<file path="src/rtl/sram_controller_if.sv">
// ---------------------------------------------------------------------------
// sram_controller_if
//   Bundles the two buses around the SRAM controller:
//     - pipeline side: rd_en, wr_en, address, write_data -> read_data, ready
//     - SRAM side:     sram_addr, sram_dq_out, sram_dq_oe, sram_we_n <- sram_dq_in
//   Modports:
//     slave  : the controller (consumes requests, drives the SRAM pins)
//     master : the surroundings (pipeline driving requests, SRAM returning data)
// ---------------------------------------------------------------------------
interface sram_controller_if #(
  parameter int unsigned SRAM_ADDR_W = 18
);
  logic                   rd_en;
  logic                   wr_en;
  logic [31:0]            address;
  logic [31:0]            write_data;
  logic [31:0]            read_data;
  logic                   ready;
  logic [SRAM_ADDR_W-1:0] sram_addr;
  logic [15:0]            sram_dq_out;
  logic                   sram_dq_oe;
  logic [15:0]            sram_dq_in;
  logic                   sram_we_n;

  modport slave (
    input  rd_en, wr_en, address, write_data, sram_dq_in,
    output read_data, ready, sram_addr, sram_dq_out, sram_dq_oe, sram_we_n
  );

  modport master (
    output rd_en, wr_en, address, write_data, sram_dq_in,
    input  read_data, ready, sram_addr, sram_dq_out, sram_dq_oe, sram_we_n
  );
endinterface

</file>
<file path="src/rtl/sram_controller.sv">
// ---------------------------------------------------------------------------
// sram_controller
//   Data-memory back end for the MEM stage. One 32-bit load/store request is
//   split into two 16-bit SRAM accesses (low halfword, then high halfword),
//   followed by WAIT_CYCLES idle settle cycles and a one-cycle DONE in which
//   ready is raised so the pipeline advances.
//
//   Ports:
//     clk  - single clock, rising edge
//     rst  - synchronous, active-high reset
//     bus  - sram_controller_if.slave:
//              rd_en/wr_en/address/write_data in, read_data/ready out,
//              sram_addr/sram_dq_out/sram_dq_oe/sram_we_n out, sram_dq_in in
//
//   Address mapping: BASE_ADDR is SRAM word 0; the word index is
//   (address-BASE_ADDR)>>2 truncated to SRAM_ADDR_W-1 bits (wraps), and the
//   halfword address is {idx, half}. address[1:0] is ignored.
// ---------------------------------------------------------------------------
module sram_controller #(
  parameter int unsigned BASE_ADDR   = 1024,
  parameter int unsigned SRAM_ADDR_W = 18,
  parameter int unsigned WAIT_CYCLES = 4
) (
  input logic              clk,
  input logic              rst,
  sram_controller_if.slave bus
);

  localparam int unsigned IDX_W = SRAM_ADDR_W - 1;
  localparam int unsigned CNT_W = (WAIT_CYCLES > 1) ? $clog2(WAIT_CYCLES) : 1;

  typedef enum logic [2:0] {
    ST_IDLE,
    ST_LOW,
    ST_HIGH,
    ST_WAIT,
    ST_DONE
  } state_t;

  state_t             state;
  logic [IDX_W-1:0]   idx_q;
  logic               is_write_q;
  logic [31:0]        wdata_q;
  logic [CNT_W-1:0]   cnt;
  logic [31:0]        read_data_q;

  logic               req;
  logic [IDX_W-1:0]   idx_next;

  assign req = bus.rd_en | bus.wr_en;

  // Explicit cast truncates the word index; upper bits wrap around.
  assign idx_next = IDX_W'((bus.address - 32'(BASE_ADDR)) >> 2);

  // NOTE: sequential state uses non-blocking assignments so every register
  // samples the pre-edge values, independent of statement order.
  always_ff @(posedge clk) begin
    if (rst) begin
      state       <= ST_IDLE;
      idx_q       <= '0;
      is_write_q  <= 1'b0;
      wdata_q     <= '0;
      cnt         <= '0;
      read_data_q <= '0;
    end else begin
      case (state)
        ST_IDLE: begin
          if (req) begin
            idx_q      <= idx_next;
            // A simultaneous read and write is treated as a read.
            is_write_q <= bus.wr_en & ~bus.rd_en;
            wdata_q    <= bus.write_data;
            state      <= ST_LOW;
          end
        end
        ST_LOW: begin
          if (!is_write_q) read_data_q[15:0] <= bus.sram_dq_in;
          state <= ST_HIGH;
        end
        ST_HIGH: begin
          if (!is_write_q) read_data_q[31:16] <= bus.sram_dq_in;
          cnt   <= '0;
          state <= (WAIT_CYCLES == 0) ? ST_DONE : ST_WAIT;
        end
        ST_WAIT: begin
          if (32'(cnt) == WAIT_CYCLES - 1) begin
            state <= ST_DONE;
          end else begin
            cnt <= cnt + 1'b1;
          end
        end
        ST_DONE: begin
          // The request is still asserted here but is deliberately ignored;
          // the pipeline advances on this edge.
          state <= ST_IDLE;
        end
        default: state <= ST_IDLE;
      endcase
    end
  end

  // NOTE: every signal driven from always_comb gets a default first, so no
  // path through the case leaves it unassigned (which would infer a latch).
  always_comb begin
    bus.sram_addr   = '0;
    bus.sram_dq_out = '0;
    bus.sram_dq_oe  = 1'b0;
    bus.sram_we_n   = 1'b1;
    case (state)
      ST_LOW: begin
        bus.sram_addr = {idx_q, 1'b0};
        if (is_write_q) begin
          bus.sram_dq_out = wdata_q[15:0];
          bus.sram_dq_oe  = 1'b1;
          bus.sram_we_n   = 1'b0;
        end
      end
      ST_HIGH: begin
        bus.sram_addr = {idx_q, 1'b1};
        if (is_write_q) begin
          bus.sram_dq_out = wdata_q[31:16];
          bus.sram_dq_oe  = 1'b1;
          bus.sram_we_n   = 1'b0;
        end
      end
      default: ;
    endcase
  end

  // ready drops in the same cycle a request appears in IDLE, so the stage
  // freezes immediately, and rises only in DONE.
  assign bus.ready     = ((state == ST_IDLE) && !req) || (state == ST_DONE);
  assign bus.read_data = read_data_q;

endmodule
</file>
<file path="src/flat_wrapper.sv">
// flat-port wrapper written by rule: the top's interface ports become plain ports
module sram_controller_flat 
#(
  parameter int unsigned BASE_ADDR   = 1024,
  parameter int unsigned SRAM_ADDR_W = 18,
  parameter int unsigned WAIT_CYCLES = 4
)
  (clk, rst, bus_rd_en, bus_wr_en, bus_address, bus_write_data, bus_sram_dq_in, bus_read_data, bus_ready, bus_sram_addr, bus_sram_dq_out, bus_sram_dq_oe, bus_sram_we_n);
  sram_controller_if #(.SRAM_ADDR_W(SRAM_ADDR_W)) bus_i ();
  input logic clk;
  input logic rst;
  input wire logic [$bits(bus_i.rd_en)-1:0] bus_rd_en;
  input wire logic [$bits(bus_i.wr_en)-1:0] bus_wr_en;
  input wire logic [$bits(bus_i.address)-1:0] bus_address;
  input wire logic [$bits(bus_i.write_data)-1:0] bus_write_data;
  input wire logic [$bits(bus_i.sram_dq_in)-1:0] bus_sram_dq_in;
  output wire logic [$bits(bus_i.read_data)-1:0] bus_read_data;
  output wire logic [$bits(bus_i.ready)-1:0] bus_ready;
  output wire logic [$bits(bus_i.sram_addr)-1:0] bus_sram_addr;
  output wire logic [$bits(bus_i.sram_dq_out)-1:0] bus_sram_dq_out;
  output wire logic [$bits(bus_i.sram_dq_oe)-1:0] bus_sram_dq_oe;
  output wire logic [$bits(bus_i.sram_we_n)-1:0] bus_sram_we_n;
  assign bus_i.rd_en = bus_rd_en;
  assign bus_i.wr_en = bus_wr_en;
  assign bus_i.address = bus_address;
  assign bus_i.write_data = bus_write_data;
  assign bus_i.sram_dq_in = bus_sram_dq_in;
  assign bus_read_data = bus_i.read_data;
  assign bus_ready = bus_i.ready;
  assign bus_sram_addr = bus_i.sram_addr;
  assign bus_sram_dq_out = bus_i.sram_dq_out;
  assign bus_sram_dq_oe = bus_i.sram_dq_oe;
  assign bus_sram_we_n = bus_i.sram_we_n;
  sram_controller #(.BASE_ADDR(BASE_ADDR), .SRAM_ADDR_W(SRAM_ADDR_W), .WAIT_CYCLES(WAIT_CYCLES)) u_core (.clk(clk), .rst(rst), .bus(bus_i));
endmodule
</file>
<file path="config.mk">
export PLATFORM = sky130hd
export DESIGN_NAME = sram_controller_flat
export DESIGN_NICKNAME = d
export VERILOG_FILES = /design/src/rtl/sram_controller_if.sv /design/src/rtl/sram_controller.sv /design/src/flat_wrapper.sv
export SDC_FILE = /design/constraint.sdc
export NUM_CORES = 1
export LEC_CHECK = 0
export ABC_AREA = 0
export CORE_AREA = 10 10 105 107
export CTS_CLUSTER_SIZE = 16
export DETAILED_ROUTE_END_ITERATION = 6
export DIE_AREA = 0 0 115 117
export PLACE_DENSITY = 0.79
export SYNTH_ARGS = -nofsm -noshare
export SYNTH_HDL_FRONTEND = slang
export SYNTH_SLANG_ARGS = --single-unit
</file>
<file path="constraint.sdc">
create_clock -name clk -period 2.1 [get_ports clk]
set_input_delay 0.63 -clock clk [delete_from_list [all_inputs] [get_ports clk]]
set_output_delay 0.63 -clock clk [all_outputs]
set_load 0.02 [all_outputs]
</file>
==> results of run 1 <==
worst reg2reg max path, stage by stage, from the launching register on:
cell	delay, ns
dfxtp_2	0.36
buf_4	0.15
buf_4	0.18
or4b_1	0.82
nand2_1	0.20
a21oi_1	0.08
path summary, 6_finish.rpt:
kind,to,slack (ns),start
min reg2reg,u_core.bus.read_data[5],0.46,u_core.bus.read_data[5]
min,u_core.bus.read_data[5],0.46,u_core.bus.read_data[5]
max reg2reg,u_core.bus.read_data[0],0.20,u_core.state[2]
max,bus_sram_dq_out[0],-0.13,u_core.state[0]
state kept, by name, summed over array words and instances (netlist names):
| signal | cells |
|---|---|
| u_core.idx_q | 17 |
| u_core.is_write_q | 1 |
| u_core.state | 3 |
| u_core.bus.read_data | 32 |
| u_core.wdata_q | 32 |
| u_core.cnt | 2 |
area by class of cell:
type | instances | area (um2) | area share
Multi-Input combinational cell | 331 | 1980 | 0.345
Sequential cell | 87 | 1750 | 0.304
Timing Repair Buffer | 173 | 1700 | 0.296
Tap cell | 111 | 139 | 0.0241
Clock buffer | 10 | 128 | 0.0222
Clock inverter | 6 | 45.0 | 0.00783
Inverter | 2 | 7.51 | 0.00130
cells by family after synthesis:
group / synth area share
AO/OA/AOI/OAI: 0.238
XOR/XNOR: 0.00696
adder cells (fa/ha/maj): 0.00663
buffers and inverters: 0.0500
flip-flops: 0.461
AND/OR/NAND/NOR: 0.238
Yosys cell counts (2+ instances only):
cell type   n
dfxtp_1    87
a21oi_1    84
nand2_1    66
nand3_1    40
clkbuf_1   34
o21ai_0    29
and2_1     19
a22oi_1    16
nor2b_1    16
o21ai_1    15
buf_2       7
a211oi_1    5
a311oi_1    4
nor2_1      3
or3_1       3
or4b_1      3
buf_4       2
ha_1        2
inv_1       2
nor3_1      2
nor3b_2     2
nor4b_4     2
o31ai_1     2
or4_4       2
xnor2_1     2
metal layers:
| metal | GRT usage | share of wire | vias to the layer above |
|---|---|---|---|
| met1 | 0.198 | 0.40 | 1841 |
| met5 | 0 | 0 | - |
| li1 | - | - | 1913 |
| met2 | 0.322 | 0.52 | 110 |
| met3 | 0.0392 | 0.050 | 18 |
| met4 | 0.0668 | 0.023 | 0 |
per-stage QoR:
step | worst slack (ns) | util | total power [uW] | cells
finish | -0.128 | 0.638 | 3880 | 720
global route | -0.250 | 0.638 | 4090 | 720
CTS | -0.140 | 0.637 | 3910 | 720
detailed placement | -0.459 | 0.605 | 2840 | 702
global placement | -0.451 | 0.605 | 2810 | 702
floorplan | 0.000564 | - | 2370 | 464
power breakdown:
| group | internal, uW | switching [uW] |
|---|---|---|
| logic | 475 | 521 |
| clock network | 435 | 599 |
| registers | 1780 | 74.2 |
timing repair:
item,4_1_cts,5_1_grt
gates cloned,2,0
pin swaps,12,1
endpoints found under the setup margin,38,39
resized for setup,179,31
==> implementation parameters, run 1 <==
Parameter                              Value

Cells and area
  Leading cell types in the layout, fill and taps excluded ... 95 x clkdlybuf4s50_1, 84 x a21oi_1, 84 x dfxtp_1
  Filler Cell Count ... about 800
  Post-route cell area ... about 5800 um2
  Antenna diode count ... 0
  Area growth syn-to-layout ... 52.4%
  Number of nets in the layout ... between 600 and 700
  Most common cell after layout, fill and taps aside ... clkdlybuf4s50_1
  Fraction of layout instances using a drive strength above 1 ... 0.218

Critical path
  Data arrival time of the critical path ... around 1.6 ns
  Worst Path Max Fanout ... 7
  Critical path depth in cells ... 5
  CP peak stage delay ... between 0.3 and 0.4 ns
  Required time of the critical path ... around 1.5 ns
  Worst-path cell chain ... nor3b_4, buf_6, a22oi_2, nor2b_1, buf_4
  R2r worst-path depth ... 5
  Endpoint class of the critical path ... primary output
  WS Path Type ... flop to primary output
  Nature of the critical path startpoint ... flop
  Cell with the biggest individual delay on the critical path ... dfxtp_4
  WP buf/inv ... 2
  Kind of cell adding the most delay to the critical path ... simple AND/OR/NAND/NOR gates

Clock network
  Clock root buffer ... clkbuf_8
  Number of hold-repair buffers added at the cts stage ... 0
  Clock tree buffer depth ... 2
  Count of clock tree sinks ... between 80 and 90
  Number of clock buffers inserted by TritonCTS ... 9
  Clock tree from TritonCTS ... yes
  Post-CTS clock slew at the launch and capture registers of the worst setup and hold paths ... roughly 0.1 ns
  CTS HTree Levels ... 3
  Clock insertion delay at the later pin of the skew report ... around 0.34 ns
  Post-CTS setup buffer count ... 0

Timing
  Fin crit share ... 1.06
  Post-route setup slack ... -0.128 ns
  Minimum clock period ... about 2.2 ns
  Max-slew violations ... 0
  Number of hold-slack violations in the final timing report ... 0
  Fmax ... around 0.45 GHz
  Count of endpoints failing setup in the final report ... 25
  Setup repair after global routing missed its margin ... yes
  Transition time at the pin with the least slew margin ... 0.660 ns
  Max_slew headroom ... 0.560
  Worst hold slack after final layout ... around 0.46 ns
  Total negative slack for setup checks ... -1.48 ns
  Post-route clock skew ... 0.0154 ns

Yosys
  Seq/Total Area, Yosys ... 0.461
  Post-synth net total ... 550
  Post-synthesis register bit count ... slightly below 90
  Post-synthesis instance area ... about 3800 um2
  Number of cells produced by synthesis ... about 460
  Number of enable-type register cells in the synthesized netlist ... 0
  Leading register cell type out of synthesis ... dfxtp_1
  Synth area leaders ... dfxtp_1 46%, a21oi_1 11%, nand2_1 6.6%, nand3_1 5.3%, o21ai_0 3.8%
  Area leader, netlist ... dfxtp_1
  Area fraction of the dominant cell type after synthesis ... 0.461
  Post-synthesis area per instance ... 8.14 um2
  FFs w/ async S/R, synth ... 0
  Count of cell types in the netlist ... 40
  Warning count from the yosys run ... 0

Detailed routing
  Antenna violation net count after detailed routing ... 0
  Post-route DRC ... 0
  Detailed Route WL ... ~12 mm
  Via count normalized by instance count ... about 5.4
  Starting DRT DRC Count ... around 300
  First-pass iteration count of the detailed router ... 5
  Post-detailed-route wirelength per cell ... about 17 um
  Via Count ... between 3k and 4k

Global route
  Global router's overall resource usage ... 0.178
  Wire length of the first global-routing pass ... about 20 mm
  Number of antenna violations at the first check in global routing ... 0
  Overall overflow remaining after global route ... 0
  Pin count of the biggest net entering global routing ... 55
  Vias in the first global route ... around 3.9k

Place
  Final weighted congestion in routability-driven placement ... 0.793
  Number of I/O port buffers ... about 140
  Dpl hpwl ... just under 9 mm
  Post-DP Area ... between 5000 and 6000 um2

Pwr
  Peak supply drop ... 0.391 mV
  Leakage ... a little over 0.002 uW
  Power per standard cell area ... about 670 nW/um2

Status
  Failing checks ... setup timing
  Result of the run ... finished with violations

Floorplan
  Die Y-Extent ... 117 um
  Count of pins on the block boundary ... around 150
  Initial Util ... 0.419
  Core ar. ... between 9000 and 10,000 um2
  Die Width ... roughly 120 um
  Floorplan row count ... 35
  Die outline area ... about 13,000 um2

Job
  MaxCap Viol Count ... 0

Hold path
  Worst min path class ... flop to flop
  Worst hold path cell count ... 2
No activity file was read; power rests on OpenSTA's default activity.
==> run 2: changes to the inputs <==
--- a/config.mk
+++ b/config.mk
@@ -5,11 +5,11 @@
 export SDC_FILE = /design/constraint.sdc
 export NUM_CORES = 1
 export LEC_CHECK = 0
-export ABC_AREA = 0
-export CORE_AREA = 10 10 105 107
+export ABC_AREA = 1
+export CORE_AREA = 10 10 104 106
 export CTS_CLUSTER_SIZE = 16
 export DETAILED_ROUTE_END_ITERATION = 6
-export DIE_AREA = 0 0 115 117
+export DIE_AREA = 0 0 114 116
 export PLACE_DENSITY = 0.79
 export SYNTH_ARGS = -nofsm -noshare
 export SYNTH_HDL_FRONTEND = slang
==> implementation parameters, run 2 <==
Parameter                              Value

Detailed routing
  Post-detailed-route wirelength per cell ... 15.1 um (was 17.1 um)
  Starting DRT DRC Count ... 221 (was 296)
  Post-route DRC ... 0 (unchanged)
  Via count normalized by instance count ... 4.92 (was 5.39)
  First-pass iteration count of the detailed router ... 4 (was 5)
  Antenna violation net count after detailed routing ... 0 (unchanged)
  Via Count ... 3,845 (was 3,882)
  Detailed Route WL ... 11.8 mm (was 12.3 mm)

Floorplan
  Die outline area ... 13,200 um2 (was 13,500 um2)
  Floorplan row count ... 34 (was 35)
  Initial Util ... 0.421 (was 0.419)
  Core ar. ... 8680 um2 (was 9020 um2)
  Count of pins on the block boundary ... 153 (unchanged)
  Die Width ... 114 um (was 115 um)
  Die Y-Extent ... 116 um (was 117 um)

Yosys
  Count of cell types in the netlist ... 23 (was 40)
  Warning count from the yosys run ... 0 (unchanged)
  Seq/Total Area, Yosys ... 0.477 (was 0.461)
  Area leader, netlist ... dfxtp_1 (unchanged)
  Most numerous cell in the Yosys netlist ... nor2_1 (was dfxtp_1)
  Post-synthesis area per instance ... 7.12 um2 (was 8.14 um2)
  Area fraction of the dominant cell type after synthesis ... 0.477 (was 0.461)
  Post-synth net total ... 599 (was 550)
  Post-synthesis instance area ... 3650 um2 (was 3780 um2)
  Post-synthesis register bit count ... 87 (unchanged)
  Number of enable-type register cells in the synthesized netlist ... 0 (unchanged)
  Leading register cell type out of synthesis ... dfxtp_1 (unchanged)
  Synth area leaders ... dfxtp_1 48%, nor2_1 13%, o21ai_0 8.9%, a21oi_1 7.4%, nand2_1 6.9% (was dfxtp_1 46%, a21oi_1 11%, nand2_1 6.6%, nand3_1 5.3%, o21ai_0 3.8%)
  Number of cells produced by synthesis ... 513 (was 464)
  Synth cell count leaders ... 127 x nor2_1, 87 x dfxtp_1, 67 x nand2_1 (was 87 x dfxtp_1, 84 x a21oi_1, 66 x nand2_1)
  FFs w/ async S/R, synth ... 0 (unchanged)

Critical path
  Cell with the biggest individual delay on the critical path ... dfxtp_4 (unchanged)
  WP buf/inv ... 4 (was 2)
  Required time of the critical path ... 1.47 ns (about the same)
  Nature of the critical path startpoint ... flop (unchanged)
  Endpoint class of the critical path ... primary output (unchanged)
  CP peak stage delay ... 0.38 ns (was 0.39 ns)
  Worst Path Max Fanout ... 7 (unchanged)
  Worst-path cell chain ... inv_2, nor2_4, nand2_4, inv_6, buf_8, nand2_1, a21oi_2, buf_6 (was nor3b_4, buf_6, a22oi_2, nor2b_1, buf_4)
  WS Path Type ... flop to primary output (unchanged)
  Kind of cell adding the most delay to the critical path ... buffers and inverters (was simple AND/OR/NAND/NOR gates)
  Data arrival time of the critical path ... 1.53 ns (was 1.60 ns)

Place
  Final weighted congestion in routability-driven placement ... 0.867 (was 0.793)
  Dpl hpwl ... 8.34 mm (was 8.73 mm)
  Pre-CTS WS ... -0.540 ns (was -0.459 ns)
  Cell count after placement ... 757 (was 702)
  Number of I/O port buffers ... 137 (unchanged)

Cells and area
  Utilization after layout ... 0.677 (was 0.638)
  Fraction of layout instances using a drive strength above 1 ... 0.223 (was 0.218)
  Layout Cells excl Fill ... 781 (was 720)
  Total area of sequential cells ... 1750 um2 (unchanged)
  Antenna diode count ... 0 (unchanged)
  Leading cell types in the layout, fill and taps excluded ... 113 x nor2_1, 98 x clkdlybuf4s50_1, 84 x dfxtp_1 (was 95 x clkdlybuf4s50_1, 84 x a21oi_1, 84 x dfxtp_1)
  Most common cell after layout, fill and taps aside ... nor2_1 (was clkdlybuf4s50_1)
  Area occupied by multi-input gates ... 1830 um2 (was 1980 um2)
  Filler Cell Count ... 746 (was 783)
  Number of nets in the layout ... 755 (was 690)
  Area growth syn-to-layout ... 60.9% (was 52.4%)

Pwr
  Peak supply drop ... 0.551 mV (was 0.391 mV)
  Final total power ... 5640 uW (was 3880 uW)
  Power per standard cell area ... 960 nW/um2 (was 674 nW/um2)
  Leakage ... 0.00244 uW (was 0.00207 uW)

Timing
  Max_slew headroom ... 0.609 (was 0.560)
  Number of hold-slack violations in the final timing report ... 0 (unchanged)
  Minimum clock period ... 2.16 ns (was 2.23 ns)
  Max-slew violations ... 0 (unchanged)
  Fin crit share ... 1.03 (was 1.06)
  Worst hold slack after final layout ... 0.463 ns (was 0.458 ns)
  Post-route setup slack ... -0.0588 ns (was -0.128 ns)
  Setup repair after global routing missed its margin ... yes (unchanged)
  Post-route clock skew ... 0.00773 ns (was 0.0154 ns)
  Transition time at the pin with the least slew margin ... 0.586 ns (was 0.660 ns)
  Fmax ... 0.463 GHz (was 0.449 GHz)
  Count of endpoints failing setup in the final report ... 30 (was 25)

Global route
  Number of antenna violations at the first check in global routing ... 0 (unchanged)
  Global router's overall resource usage ... 0.171 (was 0.178)
  Pin count of the biggest net entering global routing ... 51 (was 55)
  Overall overflow remaining after global route ... 0 (unchanged)
  Vias in the first global route ... 3,921 (was 3,940)
  Wire length of the first global-routing pass ... 18.8 mm (was 19.7 mm)

Clock network
  Clock root buffer ... clkbuf_8 (unchanged)
  Number of hold-repair buffers added at the cts stage ... 0 (unchanged)
  CTS HTree Levels ... 3 (unchanged)
  Count of clock tree sinks ... 87 (unchanged)
  Clock insertion delay at the later pin of the skew report ... 0.35 ns (was 0.34 ns)
  Clock tree from TritonCTS ... yes (unchanged)
  Clock tree buffer depth ... 2 (unchanged)
  Post-CTS clock slew at the launch and capture registers of the worst setup and hold paths ... 0.08 ns (was 0.10 ns)
  Number of clock buffers inserted by TritonCTS ... 9 (unchanged)

Job
  MaxCap Viol Count ... 0 (unchanged)

Status
  Result of the run ... finished with violations (unchanged)
  Failing checks ... setup timing (unchanged)

Hold path
  Worst min path class ... flop to flop (unchanged)
run 2: changes by cell type after synthesis, moves of 13 or more:
cell	before	now
nor2_1	3	127
o21ai_0	29	65
inv_1	2	33
a21oi_1	84	54
clkbuf_1	34	11
and2_1	19	0
a22oi_1	16	0
nor2b_1	16	0
nand3_1	40	27
o21ai_1	15	2
run 2: final timing paths:
kind	cells after the start	to	start	slack (ns)
max	8	bus_sram_dq_out[7]	u_core.state[0]	-0.06
min	2	u_core.bus.read_data[31]	u_core.bus.read_data[31]	0.46
max reg2reg	5	u_core.bus.read_data[28]	u_core.is_write_q	0.47
min reg2reg	2	u_core.bus.read_data[31]	u_core.bus.read_data[31]	0.46
run 2: logic make-up after synthesis:
kind of cell	after synthesis	share of synthesized area
AND/OR/NAND/NOR	232	0.262
AO/OA/AOI/OAI	122	0.168
flip-flops	87	0.477
buffers and inverters	69	0.0836
adder cells (fa/ha/maj)	2	0.00685
XOR/XNOR	1	0.00240
run 2: what timing repair did:
item	4_1_cts	5_1_grt
cloned	0	2
buffers inserted	4	3
pin swaps	10	7
resized for setup	239	52
endpoints found under the setup margin	37	37
run 2: routing by layer:
| metal | global-route usage | wire, um | vias up |
|---|---|---|---|
| met5 | 0 | 0 | - |
| met4 | 0.0760 | 264 | 0 |
| met3 | 0.0563 | 818 | 20 |
| met2 | 0.286 | 5760 | 126 |
| met1 | 0.196 | 4980 | 1748 |
| li1 | - | - | 1951 |
run 2: layout make-up:
class	instances	area share
inverters	40	0.0277
clock inverters	5	0.0143
well taps	108	0.0230
clock buffers	10	0.0217
flip-flops and latches	87	0.298
multi-input cells	357	0.311
repair buffers	174	0.304
run 2: worst min-delay path: stages, from the launching register on:
cell	delay, ns
dfxtp_1	0.31
nand2_1	0.06
a21oi_1	0.05
run 2: per-stage QoR:
| step | setup TNS (ns) | instance area [um2] |
|---|---|---|
| after floorplan | 0 | 3650 |
| after global placement | -6.15 | 5290 |
| after detailed placement | -7.16 | 5290 |
| after CTS | -1.22 | 5600 |
| after global routing | -3.65 | 5880 |
| final | -1.12 | 5880 |
run 2: power by group:
| part | total, uW | internal, uW | switching, uW |
|---|---|---|---|
| Combinational | 2250 | 990 | 1260 |
| Clock | 1250 | 666 | 588 |
| Sequential | 2140 | 1970 | 167 |
| Total | 5640 | 3630 | 2010 |
